[config.mk]
export PLATFORM = sky130hd
export DESIGN_NAME = edge_check_multi
export DESIGN_NICKNAME = d
export VERILOG_FILES = /design/src/rtl/edge_check_pkg.sv /design/src/rtl/edge_check_multi_chan.sv /design/src/rtl/edge_check_multi.sv
export SDC_FILE = /design/constraint.sdc
export NUM_CORES = 1
export LEC_CHECK = 0
export CAP_MARGIN = 15
export CORE_ASPECT_RATIO = 0.9
export CORE_MARGIN = 10
export CORE_UTILIZATION = 47
export DETAILED_ROUTE_END_ITERATION = 8
export DONT_BUFFER_PORTS = 1
export HOLD_SLACK_MARGIN = 0.1
export PLACE_DENSITY = 0.68
export SYNTH_ARGS = -nofsm -noshare
export SYNTH_HDL_FRONTEND = slang
export SYNTH_SLANG_ARGS = --single-unit
[constraint.sdc]
create_clock -name sys_clk -period 4.1 [get_ports sys_clk]
set_input_delay 0.82 -clock sys_clk [delete_from_list [all_inputs] [get_ports sys_clk]]
set_output_delay 0.82 -clock sys_clk [all_outputs]
set_load 0.01 [all_outputs]
[src/rtl/edge_check_pkg.sv]
// Shared constants for the multi-channel edge checker.
// Provides the 2-bit edge mode encodings, default parameter values and the
// direction-qualification helper used by every channel.
package edge_check_pkg;

  localparam logic [1:0] EDGE_OFF  = 2'b00;
  localparam logic [1:0] EDGE_RISE = 2'b01;
  localparam logic [1:0] EDGE_FALL = 2'b10;
  localparam logic [1:0] EDGE_BOTH = 2'b11;

  localparam int unsigned DEF_CH          = 4;
  localparam int unsigned DEF_SYNC_STAGES = 2;
  localparam int unsigned DEF_FILT_LEN    = 4;
  localparam int unsigned DEF_CNT_W       = 16;

  // Mode bit 0 enables rising edges, bit 1 enables falling edges.
  function automatic logic edge_qualifies(input logic [1:0] mode,
                                          input logic       rise,
                                          input logic       fall);
    return (rise && mode[0]) || (fall && mode[1]);
  endfunction

endpackage

[src/rtl/edge_check_multi_chan.sv]
// One edge-checker channel: synchroniser, glitch filter, edge detect,
// saturating edge counter and sticky flag.
// Ports:
//   clk_i, rst_i   clock, asynchronous active-high reset
//   sig_i          asynchronous input
//   mode_i         2-bit edge mode (off/rise/fall/both)
//   armed_i        block-level arm status; filter tracks input while low
//   clr_i          synchronous clear of counter and flag
//   pulse_o        one-cycle pulse per qualified edge
//   level_o        filtered, synchronised level
//   cnt_o          saturating qualified-edge count
//   flag_o         sticky edge-seen flag
module edge_chan
  import edge_check_pkg::*;
#(
  parameter int unsigned SYNC_STAGES = DEF_SYNC_STAGES,
  parameter int unsigned FILT_LEN    = DEF_FILT_LEN,
  parameter int unsigned CNT_W       = DEF_CNT_W
) (
  input  logic             clk_i,
  input  logic             rst_i,
  input  logic             sig_i,
  input  logic [1:0]       mode_i,
  input  logic             armed_i,
  input  logic             clr_i,
  output logic             pulse_o,
  output logic             level_o,
  output logic [CNT_W-1:0] cnt_o,
  output logic             flag_o
);

  localparam int unsigned      FW        = (FILT_LEN > 1) ? $clog2(FILT_LEN) : 1;
  localparam logic [FW-1:0]    FILT_LAST = FW'(FILT_LEN - 1);
  localparam logic [CNT_W-1:0] CNT_MAX   = '1;

  logic [SYNC_STAGES-1:0] sync_q;
  logic                   sync_c;
  logic [FW-1:0]          filt_q, filt_d;
  logic                   level_q, level_d;
  logic                   pulse_q, pulse_d;
  logic                   flag_q, flag_d;
  logic [CNT_W-1:0]       cnt_q, cnt_d;
  logic                   toggle_c, rise_c, fall_c, qual_c;

  assign sync_c = sync_q[SYNC_STAGES-1];

  // Filter, edge qualification, counter and flag next-state.
  always_comb begin
    filt_d   = filt_q;
    level_d  = level_q;
    toggle_c = 1'b0;
    if (!armed_i) begin
      // Follow the synchroniser directly so no edge is seen at startup.
      level_d = sync_c;
      filt_d  = '0;
    end else if (sync_c == level_q) begin
      filt_d = '0;
    end else if (filt_q == FILT_LAST) begin
      toggle_c = 1'b1;
      level_d  = ~level_q;
      filt_d   = '0;
    end else begin
      filt_d = filt_q + FW'(1);
    end

    rise_c  = toggle_c & ~level_q;
    fall_c  = toggle_c & level_q;
    qual_c  = edge_qualifies(mode_i, rise_c, fall_c);
    pulse_d = qual_c;

    cnt_d  = cnt_q;
    flag_d = flag_q;
    // Clear wins over a coincident edge; that edge is dropped from the count.
    if (clr_i) begin
      cnt_d  = '0;
      flag_d = 1'b0;
    end else if (qual_c) begin
      flag_d = 1'b1;
      if (cnt_q != CNT_MAX) cnt_d = cnt_q + CNT_W'(1);
    end
  end

  // Channel state registers.
  always_ff @(posedge clk_i or posedge rst_i) begin
    if (rst_i) begin
      sync_q  <= '0;
      filt_q  <= '0;
      level_q <= 1'b0;
      pulse_q <= 1'b0;
      flag_q  <= 1'b0;
      cnt_q   <= '0;
    end else begin
      sync_q  <= {sync_q[SYNC_STAGES-2:0], sig_i};
      filt_q  <= filt_d;
      level_q <= level_d;
      pulse_q <= pulse_d;
      flag_q  <= flag_d;
      cnt_q   <= cnt_d;
    end
  end

  assign pulse_o = pulse_q;
  assign level_o = level_q;
  assign cnt_o   = cnt_q;
  assign flag_o  = flag_q;

endmodule

[src/rtl/edge_check_multi.sv]
// Multi-channel edge checker top: shared arm counter plus CH channels.
// Ports:
//   sys_clk, sys_rst  clock, asynchronous active-high reset
//   signal_in         CH asynchronous trigger inputs
//   edge_mode         2 bits per channel, channel i at [2i+1:2i]
//   clr_cnt           per-channel synchronous counter/flag clear
//   signal_out        one-cycle pulse per qualified edge
//   level_out         filtered, synchronised levels
//   edge_cnt          CNT_W-bit saturating counts, channel i at [i*CNT_W +: CNT_W]
//   edge_flag         sticky edge-seen flags
module edge_check_multi
  import edge_check_pkg::*;
#(
  parameter int unsigned CH          = DEF_CH,
  parameter int unsigned SYNC_STAGES = DEF_SYNC_STAGES,
  parameter int unsigned FILT_LEN    = DEF_FILT_LEN,
  parameter int unsigned CNT_W       = DEF_CNT_W
) (
  input  logic                sys_clk,
  input  logic                sys_rst,
  input  logic [CH-1:0]       signal_in,
  input  logic [2*CH-1:0]     edge_mode,
  input  logic [CH-1:0]       clr_cnt,
  output logic [CH-1:0]       signal_out,
  output logic [CH-1:0]       level_out,
  output logic [CH*CNT_W-1:0] edge_cnt,
  output logic [CH-1:0]       edge_flag
);

  localparam int unsigned   ARM_LEN  = SYNC_STAGES + FILT_LEN;
  localparam int unsigned   AW       = $clog2(ARM_LEN + 1);
  localparam logic [AW-1:0] ARM_DONE = AW'(ARM_LEN);

  logic [AW-1:0] arm_q, arm_d;
  logic          armed_c;

  assign armed_c = (arm_q == ARM_DONE);

  // Arm counter runs once after reset release, then holds.
  always_comb begin
    arm_d = arm_q;
    if (!armed_c) arm_d = arm_q + AW'(1);
  end

  always_ff @(posedge sys_clk or posedge sys_rst) begin
    if (sys_rst) arm_q <= '0;
    else         arm_q <= arm_d;
  end

  for (genvar i = 0; i < CH; i++) begin : g_chan
    edge_chan #(
      .SYNC_STAGES (SYNC_STAGES),
      .FILT_LEN    (FILT_LEN),
      .CNT_W       (CNT_W)
    ) u_chan (
      .clk_i   (sys_clk),
      .rst_i   (sys_rst),
      .sig_i   (signal_in[i]),
      .mode_i  (edge_mode[2*i +: 2]),
      .armed_i (armed_c),
      .clr_i   (clr_cnt[i]),
      .pulse_o (signal_out[i]),
      .level_o (level_out[i]),
      .cnt_o   (edge_cnt[i*CNT_W +: CNT_W]),
      .flag_o  (edge_flag[i])
    );
  end

endmodule

-- After elaboration in Yosys (flattened, before gate mapping)
Cells that the tools add are included.
- bits in registers: 95
- input port bits: 18
- output and inout port bits: 76
- add/sub/neg operators: 9
- equal/unequal tests: 21
- mux-type cells: 56
- bitwise logic cells: 12
- reductions and logical operators: 28
- operator list (cell ; count):
    16-bit two-way mux ; 12
    16-bit by 1-bit adder with 16-bit output, second input constant ; 4
    16-bit != test, second input constant ; 4
    1-bit two-way mux ; 32
    2-bit two-way mux ; 12
    2-bit AND reduction ; 8
    2-bit nonzero test ; 8
    2-bit != test, second input constant ; 5
    2-bit by 1-bit adder with 2-bit output, second input constant ; 4
    1-bit bitwise AND ; 8
    2-bit == test, second input constant ; 4
    1-bit logical AND ; 8
    2-bit by 1-bit != test with 1-bit output, second input constant ; 3
    1-bit == test ; 4
    1-bit logical OR ; 4
    1-bit inverter ; 4
    3-bit by 1-bit adder with 3-bit output, second input constant ; 1
    3-bit == test, second input constant ; 1

-- Logic depth before layout (Yosys ltp)
Gate-level depths: netlist of the first run.
- word-level depth: 9
- gate-level depth with buffers: 8
- depth with buffers taken out: 8

-- Hierarchy
From an unflattened synthesis of the first run, not the netlist that was laid out.
- cells, all modules: 511
- area total of the unflattened synthesis: 5084.9 um^2
- modules (own cells, without submodules) (module ; instances ; cells each ; area an instance (um^2) ; sequential area each (um^2)):
    edge_chan ; 4 ; 124 ; 1232.4 ; 575.6
    edge_check_multi ; 1 ; 15 ; 155.1 ; 75.1

-- Worst setup path after synthesis of the first run
No wires, ideal clock.
- kind: input port to flip-flop
- from: input port clr_cnt[0]
- to: register g_chan[0].u_chan.cnt_q[13]
- setup time: 125 ps
- data arrival time: 2061 ps
- slack: 1914 ps
- stages on the path: 6
- buffers on the path: 1
- path through: nand2b_1 or2_2 clkbuf_1 o2111a_1 nand3_1 mux2_2
- longest elaborated chain between the ends: 2
- elaborated cells on any way between the ends: 4
- classes of those cells: mux (1); reduce/logical (3)
- RTL lines (what ; line ; RTL):
    start: declaration ; edge_check_multi.sv:23 ; input logic [CH-1:0] clr_cnt,
    2-bit nonzero test (no source line) ; -- ;
    2-bit AND reduction (no source line) ; -- ;
    end signal: assignment ; edge_check_multi_chan.sv:98 ; cnt_q <= cnt_d;
    end: declaration ; edge_check_multi_chan.sv:42 ; logic [CNT_W-1:0] cnt_q, cnt_d;
Several ways; a longest one is shown, not always the timed one.
A chain may end at the register's enable or synchronous reset.

-- Worst setup path after layout of the first run
- from: register arm_q[0]
- to: register g_chan[2].u_chan.cnt_q[11]
- longest elaborated chain between the ends: 7
- elaborated cells on any way between the ends: 9
- classes of those cells: eq/ne (1); mux (1); bitwise (2); reduce/logical (5)
- RTL lines (what ; line ; RTL):
    start: declaration ; edge_check_multi.sv:34 ; logic [AW-1:0] arm_q, arm_d;
    start signal: assignment ; edge_check_multi.sv:47 ; else arm_q <= arm_d;
    3-bit == test (*) ; edge_check_multi.sv:37 ; assign armed_c = (arm_q == ARM_DONE);
    1-bit two-way mux (*) ; edge_check_multi_chan.sv:52 ; if (!armed_i) begin
    1-bit bitwise AND, on equally long branches ; edge_check_multi_chan.sv:66, edge_check_multi_chan.sv:67 ;
    1-bit logical AND ; edge_check_pkg.sv:20 ; return (rise && mode[0]) || (fall && mode[1]);
    1-bit logical OR (*) ; edge_check_pkg.sv:20 ;
    2-bit nonzero test (no source line) (*) ; -- ;
    2-bit AND reduction (no source line) (*) ; -- ;
    end signal: assignment ; edge_check_multi_chan.sv:98 ;
    end: declaration ; edge_check_multi_chan.sv:42 ;
Every way passes the cells marked *; elsewhere a longest branch is shown, timed or not.

==> metrics, run 1 <==
Async SR Flop Fraction=100.0%; Max-slew headroom=roughly 36%; Least-Margin Pin Slew=a little under 1 ns; boundary pin count=94; Worst Setup SP=arm_q[0]; min Tclk post-route=about 2.4 ns; Met2 Wirelength=a little under 5000 um; Syn Inst Count=475; die height=116.1 um; Critical Path End=g_chan[2].u_chan.cnt_o[11]; ys flop type=dfrtp_1; Tcrit/Tclk final=between 50% and 60%; Synth Area per Inst=10.15 um^2; most frequent cells in the layout=95 x dfrtp_1, 55 x nor2_1, 26 x a21oi_1; vias in the first global route=3438; CTS buffer count=9; CP endpoint kind=flip-flop; Worst Path Required=4.32 ns; post-synthesis sequential area ratio=49.30%; worst r2r src=arm_q[0]; Placer Congestion=0.8000; final hold viol count=0; Worst-Skew Late Latency=0.34 ns; Total GRT Usage=13.56%; yosys warns=0; post_cts resized=0; Power per Cell Area=414.2 mW/mm^2; Port Buffers=0; Register-to-Register Path Depth=7; Initial DRT Pass Iterations=4; Crit Path Max Fanout=8; Vias/cell=about 5.8; worst reg2reg setup slack=~1.7 ns; Worst VDD drop=about 0.34 mV; Syn Nets=503; Clock transition at path regs=about 0.060 ns; slowest stage delay, CP=0.57 ns; clk sink count=95; HP Class=reg -> reg; hold_buf cts=0; Hold Slack=0.3500 ns; WL met3=985 um; commonest non-fill, non-tap cell in the layout=dfrtp_1; number of synthesized flops with an enable pin=0; Initial DRC Count=192; FP Rows=35; Final #Nets=488; drt drc=0; P_leak=slightly above 2 nW; fin. max-slew vios=0; WL met1=4124 um; die area=~0.015 mm^2; RSZ-0062 raised after global routing=no; Power, Total=between 2 and 2.5 mW; Seq cells post-synth=95; Finish-stage setup viols=0; status=completed; wire per inst=16.97 um; vias post-DR=~3500; CTS tree=yes; initial antenna violation count=1; area grow syn2layout=6.746%; maximum root-to-sink buffer count=2; cells along the critical path=inv_1, ha_1, and2_2, o211ai_2, a2111oi_4, nand3_1, mux2_1; Initial Utilization=a little under half; GRT overflow=0; crit path launch type=flip-flop; Cell variety after synth=62; Crit-path slowest cell=a2111oi_4; largest net degree at the start of global routing=between 70 and 80; Critical R2R Capture=g_chan[2].u_chan.cnt_o[11]; WL final=10100 um; H-Tree Level Count=3; max frequency=420.2 MHz; Worst EP arrival=2.60 ns; final core occ=50.88%; total of max-cap violations=0; DP HPWL=about 7100 um; Cell Area, Synth=0.004822 mm^2; post-route ant nets=0; Post-CTS Setup Bufs=0; CTS Root Cell=clkbuf_16; max layer used=met4; share of layout cells above drive strength 1=10.75%; setup skew after layout=0.007995 ns; crit path kind=reg -> reg; core box area=around 0.01 mm^2; first-pass GRT wire length=roughly 17000 um; Die X=126.8 um; Setup TNS=0 ns
## final cells by class
cell class	instances	area (um^2)
antenna	1	2.502
clock buffer	10	239.0
clock inverter	6	60.06
fill	917	4969
inverter	17	67.56
multi-input combinational	334	2217
sequential	95	2377
tap	129	161.4
timing repair buffer	3	22.52
## report_power, final
group / internal (mW) / switching, mW / leakage (nW)
clock: 0.486 / 0.352 / 0.144
combinational: 0.102 / 0.0977 / 0.654
sequential: 1.01 / 0.0852 / 1.28
total: 1.60 / 0.535 / 2.07
## synth_stat cells, types with 2 or more instances
library cell | instances | area (um^2)
and4_1 | 4 | 35.03
nor2b_1 | 7 | 43.79
nand2_1 | 23 | 86.33
or4_1 | 8 | 60.06
nor4bb_1 | 4 | 40.04
a21o_2 | 3 | 26.28
xor2_1 | 8 | 70.07
and2_1 | 6 | 37.54
clkbuf_1 | 14 | 52.55
or3_1 | 13 | 81.33
o221ai_1 | 5 | 43.79
nand4_1 | 7 | 43.79
nor3b_1 | 4 | 30.03
ha_1 | 10 | 125.1
and3_1 | 8 | 50.05
a211oi_1 | 6 | 45.04
nor4_1 | 4 | 25.02
mux2i_1 | 4 | 40.04
nor3_1 | 7 | 35.03
mux2_1 | 2 | 22.52
nand2b_1 | 2 | 12.51
nand4_2 | 2 | 25.02
nand3b_1 | 6 | 45.04
o2111ai_1 | 3 | 26.28
mux2_2 | 9 | 101.4
o21ai_0 | 17 | 85.08
and3_2 | 2 | 15.01
nor2_1 | 55 | 206.5
xnor2_1 | 20 | 175.2
and3b_1 | 2 | 17.52
and4_4 | 2 | 22.52
nand3_1 | 25 | 125.1
buf_4 | 12 | 90.09
a21oi_1 | 26 | 130.1
o31ai_1 | 7 | 52.55
a21o_1 | 2 | 15.01
dfrtp_1 | 95 | 2377
inv_1 | 16 | 60.06
or2_2 | 2 | 12.51
## stage by stage
| stage | std cells | cell area [um^2] | setup WS (ns) |
|---|---|---|---|
| floorplan | 475 | 4822 | 0.8030 |
| global placement | 577 | 4838 | 1.733 |
| detailed placement | 577 | 4838 | 1.660 |
| CTS | 593 | 5137 | 1.632 |
| global route | 594 | 5145 | 1.495 |
| finish | 595 | 5147 | 1.720 |
## metal layers
metal	track usage (%)	vias to the layer above
met4	4.625	0
li1	-	1674
met5	0	-
met3	6.397	13
met2	22.42	89
met1	15.16	1698
## worst min-delay path by stage
stage | from | end | slack (ns) | depth (start not counted)
3_3_place_gp | g_chan[0].u_chan.sync_q[0] | g_chan[0].u_chan.sync_q[1] | 0.33 | 0
3_5_place_dp | g_chan[0].u_chan.sync_q[0] | g_chan[0].u_chan.sync_q[1] | 0.34 | 0
5_1_grt | g_chan[3].u_chan.sync_q[0] | g_chan[3].u_chan.sync_q[1] | 0.36 | 0
2_1_floorplan | g_chan[0].u_chan.sync_q[0] | g_chan[0].u_chan.sync_q[1] | 0.33 | 0
6_report | g_chan[0].u_chan.sync_q[0] | g_chan[0].u_chan.sync_q[1] | 0.35 | 0
4_1_cts | g_chan[0].u_chan.sync_q[0] | g_chan[0].u_chan.sync_q[1] | 0.35 | 0
## cell families after synthesis
family                   share of synthesized area [%]
adder cells (fa/ha/maj)                          2.595
XOR/XNOR                                         5.086
buffers and inverters                            4.722
multiplexers                                     3.399
AND/OR/NAND/NOR                                  23.07
flip-flops                                       49.30
AO/OA/AOI/OAI                                    11.83
## worst max-delay path, delay by kind of cell (launching register included)
| family | cells | cell delay [ns] |
|---|---|---|
| AOI/OAI and AO/OA | 2 | 0.80 |
| and+or+nand+nor | 2 | 0.42 |
| DFF | 1 | 0.41 |
| muxes | 1 | 0.33 |
| adders and majority gates | 1 | 0.23 |
| buffers and inverters | 1 | 0.07 |
## flip-flops by register name (all words and copies together), names as in the netlist
signal                 flops
g_chan.u_chan.filt_q       8
arm_q                      3
g_chan.u_chan.pulse_o      4
g_chan.u_chan.cnt_o       64
g_chan.u_chan.sync_q       8
g_chan.u_chan.flag_o       4
g_chan.u_chan.level_o      4
No activity file was read; power rests on OpenSTA's default activity.
==> run 2, diff against run 1 <==
--- a/config.mk
+++ b/config.mk
@@ -12,7 +12,7 @@
 export DETAILED_ROUTE_END_ITERATION = 8
 export DONT_BUFFER_PORTS = 1
 export HOLD_SLACK_MARGIN = 0.1
-export PLACE_DENSITY = 0.68
+export PLACE_DENSITY = 0.7
 export SYNTH_ARGS = -nofsm -noshare
 export SYNTH_HDL_FRONTEND = slang
 export SYNTH_SLANG_ARGS = --single-unit
==> constraint.sdc (replaced) <==
create_clock -name sys_clk -period 2 [get_ports sys_clk]
set_input_delay 0.4 -clock sys_clk [delete_from_list [all_inputs] [get_ports sys_clk]]
set_output_delay 0.4 -clock sys_clk [all_outputs]
set_load 0.01 [all_outputs]
==> run 2 against run 1 <==
Clock skew grew 0.0010 ns. Cell area grew 14%. Combinational power grew to 3.0 times the previous value. Maximum frequency grew 23%. Clock power grew 110%. Global-route usage grew 1.6 points. First-iteration DRC count shrank 1.6%. Utilization grew 7.1 points. Power grew 110%. Sequential share of layout area shrank 5.6 points. Highest routed layer unchanged. Flip-flop and latch count is the same. Setup slack lost 1.7 ns.
==> metrics, run 2 (synthesis results as in run 1) <==
status=completed; Vias/cell=5.646 (-3.3%); maximum root-to-sink buffer count=2 (unchanged); Placer Congestion=0.8377 (+4.7%); drt drc=0 (unchanged); sw power=1.172 mW (+120%); cells along the critical path=ha_2, nand4_1, nor4_4, buf_4, a211o_4, or3_1, a21oi_2; Die X=126.8 um (unchanged); Inst Count DP=641 (+11%); slowest stage delay, CP=0.39 ns (-0.18 ns); Tcrit/Tclk final=97.10% (+39 points); post-route non-filler standard cell count=672 (+13%); WL final=11660 um (+16%); HP Class=in -> reg; initial antenna violation count=0 (-1); Final #Nets=566 (+16%); first-pass GRT wire length=18310 um (+9.8%); Worst Setup SP=g_chan[2].u_chan.cnt_o[0]; crit path kind=reg -> reg; H-Tree Level Count=3 (unchanged); Initial DRC Count=189 (-1.6%); FP Rows=35 (unchanged); total of max-cap violations=0 (unchanged); Reg power frac=48.2% (-3.2 points); vias in the first global route=3746 (+9.0%); die height=116.1 um (unchanged); Worst-Skew Late Latency=0.34 ns (about the same); start point of the worst hold path=clr_cnt[1]; die area=0.01472 mm^2 (unchanged); Crit-path slowest cell=dfrtp_1; Initial DRT Pass Iterations=4 (unchanged); Clock transition at path regs=0.07 ns (about the same); GRT overflow=0 (unchanged); Worst VDD drop=0.7019 mV (+110%); core box area=0.01012 mm^2 (unchanged); Worst EP arrival=2.22 ns (-0.38 ns); most frequent cells in the layout=94 x dfrtp_1, 68 x buf_4, 55 x nor2_1; P_leak=2.471 nW (+19%); largest net degree at the start of global routing=96 (+23%); Max-slew headroom=60.61% (+25 points); Port Buffers=0 (unchanged); Initial Utilization=47.67% (unchanged); n_diodes=0 (-1); clock share of power=38.9% (-0.4 points); CTS buffer count=9 (unchanged); boundary pin count=94 (unchanged); min Tclk post-route=1.942 ns (-0.4379 ns); setup skew after layout=0.009040 ns (+0.001045 ns); CP endpoint kind=flip-flop; area grow syn2layout=21.56%; vias post-DR=3794 (+9.2%); Crit Path Max Fanout=7 (-1); post-route ant nets=0 (unchanged); fin. max-slew vios=0 (unchanged); max frequency=514.9 MHz (+23%); clk sink count=95 (unchanged); combinational fraction of design power=12.9% (+3.5 points); DP HPWL=8178 um (+15%); max reg flops=64 (unchanged); Power, Total=4.581 mW (+110%); Worst Path Required=2.27 ns (-2.05 ns); P_int=3.410 mW (+110%); Total GRT Usage=15.16% (+1.6 points); wire per inst=17.35 um (+2.3%); CTS tree=yes; Least-Margin Pin Slew=0.5894 ns (-0.3732 ns); CTS Root Cell=clkbuf_16; crit path launch type=flip-flop; Finish-stage setup viols=0 (unchanged); worst r2r src=g_chan[2].u_chan.cnt_o[0]; final hold viol count=0 (unchanged); switch share=25.58% (+0.50 points); Power per Cell Area=781.5 mW/mm^2 (+89%); commonest non-fill, non-tap cell in the layout=dfrtp_1; share of layout cells above drive strength 1=23.57% (+13 points)
run 2: metrics by stage:
stage | setup slack (ns) | hold WS (ns) | instance area (um^2) | setup TNS [ns] | utilization, %
after detailed placement | -0.04516 | 0.3355 | 5336 | -0.1023 | 52.75
final | 0.05798 | 0.1098 | 5862 | 0 | 57.95
after CTS | 0.01776 | 0.1003 | 5736 | 0 | 56.70
after floorplan | -0.06495 | 0.3312 | 4831 | -0.06495 | -
after global placement | 0.05722 | 0.3370 | 5336 | 0 | 52.75
after global routing | -0.02026 | 0.1003 | 5862 | -0.03706 | 57.95
run 2: power by group through the flow:
| stage | Clock, mW | Combinational, mW | Sequential, mW |
|---|---|---|---|
| after floorplan | 0 | 0.468 | 2.21 |
| after global placement | 0 | 0.531 | 2.23 |
| after detailed placement | 0 | 0.557 | 2.24 |
| after CTS | 1.83 | 0.579 | 2.21 |
| after global routing | 1.89 | 0.668 | 2.23 |
| final | 1.78 | 0.591 | 2.21 |
run 2: final timing paths:
path                                         endpoint  slack (ns)  cells after the start
min                         g_chan[1].u_chan.cnt_o[2]        0.11                      1
min reg2reg                g_chan[2].u_chan.sync_q[1]        0.35                      0
max in group asynchronous   g_chan[1].u_chan.cnt_o[5]        0.94                      3
min in group asynchronous  g_chan[0].u_chan.cnt_o[11]        0.68                      3
max                         g_chan[2].u_chan.cnt_o[8]        0.06                      7
max reg2reg                 g_chan[2].u_chan.cnt_o[8]        0.06                      7
run 2: worst max-delay path, delay by kind of cell (launching register included):
kind / cells / cell delay [ns]
and+or+nand+nor: 3 / 0.59
AOI/OAI and AO/OA: 2 / 0.51
DFF: 1 / 0.39
adders and majority gates: 1 / 0.22
buffers and inverters: 1 / 0.16
run 2: layout make-up:
class                      count  area [um^2]
fill                         872         4254
sequential                    95         2379
multi-input combinational    334         2292
timing repair buffer          81        650.6
clock buffer                  12        256.5
tap                          129        161.4
inverter                      17        68.82
clock inverter                 4        53.80
run 2: layer usage:
metal,GRT usage [%],vias to the layer above,routed length [um]
met4,5.534,0,225
met2,24.52,105,5493
met3,6.851,19,1043
li1,-,1818,-
met5,0,-,0
met1,17.46,1852,4900
run 2: what timing repair did:
action,CTS,global route
pin swaps,0,3
buffers inserted,0,3
cloned,0,0
gates resized for setup,4,12
setup endpoints to repair,6,25
hold buffers,8,4
endpoints found under the hold margin,32,7
==> run 3, diff against run 2 <==
--- a/config.mk
+++ b/config.mk
@@ -8,11 +8,12 @@
 export CAP_MARGIN = 15
 export CORE_ASPECT_RATIO = 0.9
 export CORE_MARGIN = 10
-export CORE_UTILIZATION = 47
+export CORE_UTILIZATION = 27
 export DETAILED_ROUTE_END_ITERATION = 8
 export DONT_BUFFER_PORTS = 1
 export HOLD_SLACK_MARGIN = 0.1
-export PLACE_DENSITY = 0.7
+export PLACE_DENSITY = 0.48
 export SYNTH_ARGS = -nofsm -noshare
 export SYNTH_HDL_FRONTEND = slang
 export SYNTH_SLANG_ARGS = --single-unit
+export TNS_END_PERCENT = 30
==> run 3 against run 2 <==
First-iteration DRC count shrank 49%. Worst hold slack gained 0.010 ns. Wire length is 8.6% higher. Clock power rose by 3%. Power rose by 1.9%. Highest routed layer unchanged.
==> metrics, run 3 (synthesis results as in run 1) <==
status=completed; largest net degree at the start of global routing=96 (unchanged); Clock transition at path regs=0.07 ns (about the same); min Tclk post-route=1.940 ns (-0.002127 ns); Crit-path slowest cell=dfrtp_1; CTS buffer count=9 (unchanged); Max-slew headroom=57.59% (-3.0 points); Power per Cell Area=760.8 mW/mm^2 (-2.7%); boundary pin count=94 (unchanged); max reg flops=64 (unchanged); slowest stage delay, CP=0.36 ns (-0.03 ns); max frequency=515.5 MHz (+0.11%); clk sink count=95 (unchanged); RSZ-0062 raised after global routing=yes; total of max-cap violations=0 (unchanged); WL final=12660 um (+8.6%); CP Buf/Inv Count=3 (+2); CTS Root Cell=clkbuf_16; DP HPWL=8955 um (+9.5%); P_leak=2.565 nW (+3.8%); initial antenna violation count=0 (unchanged); Total GRT Usage=10.78% (-4.4 points); most frequent cells in the layout=95 x dfrtp_1, 84 x buf_4, 54 x nor2_1; Least-Margin Pin Slew=0.6341 ns (+0.04471 ns); Port Buffers=0 (unchanged); fin. max-slew vios=0 (unchanged); crit path launch type=flip-flop; first-pass GRT wire length=20800 um (+14%); Crit Path Max Fanout=4 (-3); CTS tree=yes; Worst-Skew Late Latency=0.35 ns (about the same); drt drc=0 (unchanged); vias post-DR=3862 (+1.8%); FP Rows=46 (+31%); post-route ant nets=0 (unchanged); maximum root-to-sink buffer count=2 (unchanged); CP endpoint kind=flip-flop; P_int=3.390 mW (-0.58%); Final #Nets=581 (+2.7%); Initial DRT Pass Iterations=4 (unchanged); Finish-stage setup viols=0 (unchanged); cells along the critical path=ha_2, nand4_1, nor4_4, a2111oi_4, buf_4, buf_4, buf_4, a21o_2, a21oi_2; CP top delay family=simple AND/OR/NAND/NOR gates; Reg power frac=46.8% (-1.4 points); n_diodes=0 (unchanged); final hold viol count=0 (unchanged); commonest non-fill, non-tap cell in the layout=dfrtp_1; share of layout cells above drive strength 1=26.16% (+2.6 points); Worst VDD drop=0.4024 mV (-43%); final core occ=34.95% (-23 points); H-Tree Level Count=3 (unchanged); Initial DRC Count=97 (-49%); vias in the first global route=3978 (+6.2%); Die X=160.9 um (+27%); sw power=1.278 mW (+9.0%); die area=0.02361 mm^2 (+60%); Hold Slack=0.1201 ns (+0.01036 ns); combinational fraction of design power=13.9% (+1.0 points); Tcrit/Tclk final=96.99% (-0.11 points); HP Class=in -> reg; Worst Path Required=2.28 ns (about the same); die height=146.8 um (+26%); core box area=0.01755 mm^2 (+74%); Most common cell on crit path=buf_4; area grow syn2layout=27.22%; switch share=27.37% (+1.8 points); setup skew after layout=0.009209 ns (+0.0001684 ns); GRT overflow=0 (unchanged); Initial Utilization=27.47% (-20 points); Placer Congestion=0.7964 (-4.9%); crit path kind=reg -> reg; Vias/cell=4.840 (-14%); wire per inst=15.87 um (-8.6%); Worst EP arrival=2.22 ns (about the same); clock share of power=39.2% (+0.3 points)
[run 3: final timing paths]
| path | cells after the start | to | slack [ns] | from |
|---|---|---|---|---|
| worst min register to register | 0 | g_chan[1].u_chan.sync_q[1] | 0.35 | g_chan[1].u_chan.sync_q[0] |
| worst max-delay path | 9 | g_chan[2].u_chan.cnt_o[13] | 0.06 | g_chan[2].u_chan.cnt_o[0] |
| min in group asynchronous | 3 | g_chan[0].u_chan.cnt_o[14] | 0.67 | sys_rst |
| max in group asynchronous | 3 | g_chan[2].u_chan.cnt_o[9] | 0.91 | sys_rst |
| worst min-delay path | 1 | g_chan[3].u_chan.cnt_o[12] | 0.12 | clr_cnt[3] |
| worst max register to register | 9 | g_chan[2].u_chan.cnt_o[13] | 0.06 | g_chan[2].u_chan.cnt_o[0] |
[run 3: worst register-to-register path: stages, from the launching register on]
cell and delay (ns):
dfrtp_1 0.36, ha_2 0.21, nand4_1 0.18, nor4_4 0.29, a2111oi_4 0.12, buf_4 0.17, buf_4 0.13, buf_4 0.12
a21o_2 0.18, a21oi_2 0.10
[run 3: layout make-up]
class | count | area [um^2]
fillers | 1806 | 11420
flip-flops and latches | 95 | 2377
multi-input cells | 334 | 2316
repair buffers | 96 | 760.7
well taps | 240 | 300.3
clock buffers | 9 | 225.2
clock inverters | 7 | 86.33
inverters | 17 | 68.82
[run 3: timing repair]
action,CTS,global route
endpoints found under the setup margin,19,29
buffers inserted,1,3
gates resized for setup,6,15
hold buffers,10,1
pin swaps,2,3
hold endpoints to repair,112,1
[run 3: metrics by stage]
| step | std cells | TNS (ns) | power [mW] | instance area [um^2] | worst slack [ns] |
|---|---|---|---|---|---|
| 2_1_floorplan | 475 | -0.1964 | 2.678 | 4826 | -0.1123 |
| 3_3_place_gp | 767 | -0.2325 | 2.803 | 5584 | -0.05400 |
| 3_5_place_dp | 767 | -0.9495 | 2.833 | 5584 | -0.1426 |
| 4_1_cts | 794 | -0.008277 | 4.775 | 6031 | -0.008277 |
| 5_1_grt | 798 | -0.08552 | 4.961 | 6135 | -0.05543 |
| 6_report | 798 | 0 | 4.667 | 6135 | 0.06010 |
[run 3: power groups by stage]
stage                     clock network (mW)  registers, mW  logic [mW]
after detailed placement                   0           2.22       0.612
final                                   1.83           2.19       0.650
after global routing                    2.00           2.21       0.746
after global placement                     0           2.21       0.592
after floorplan                            0           2.21       0.467
after CTS                               1.93           2.18       0.659
[run 3: routing by layer]
layer / vias to the layer above / wire length, um / GRT usage, %
met5: - / 0 / 0
met4: 0 / 170 / 3.682
met3: 14 / 1191 / 5.335
met2: 87 / 6111 / 17.71
met1: 1895 / 5188 / 11.89
li1: 1866 / - / -
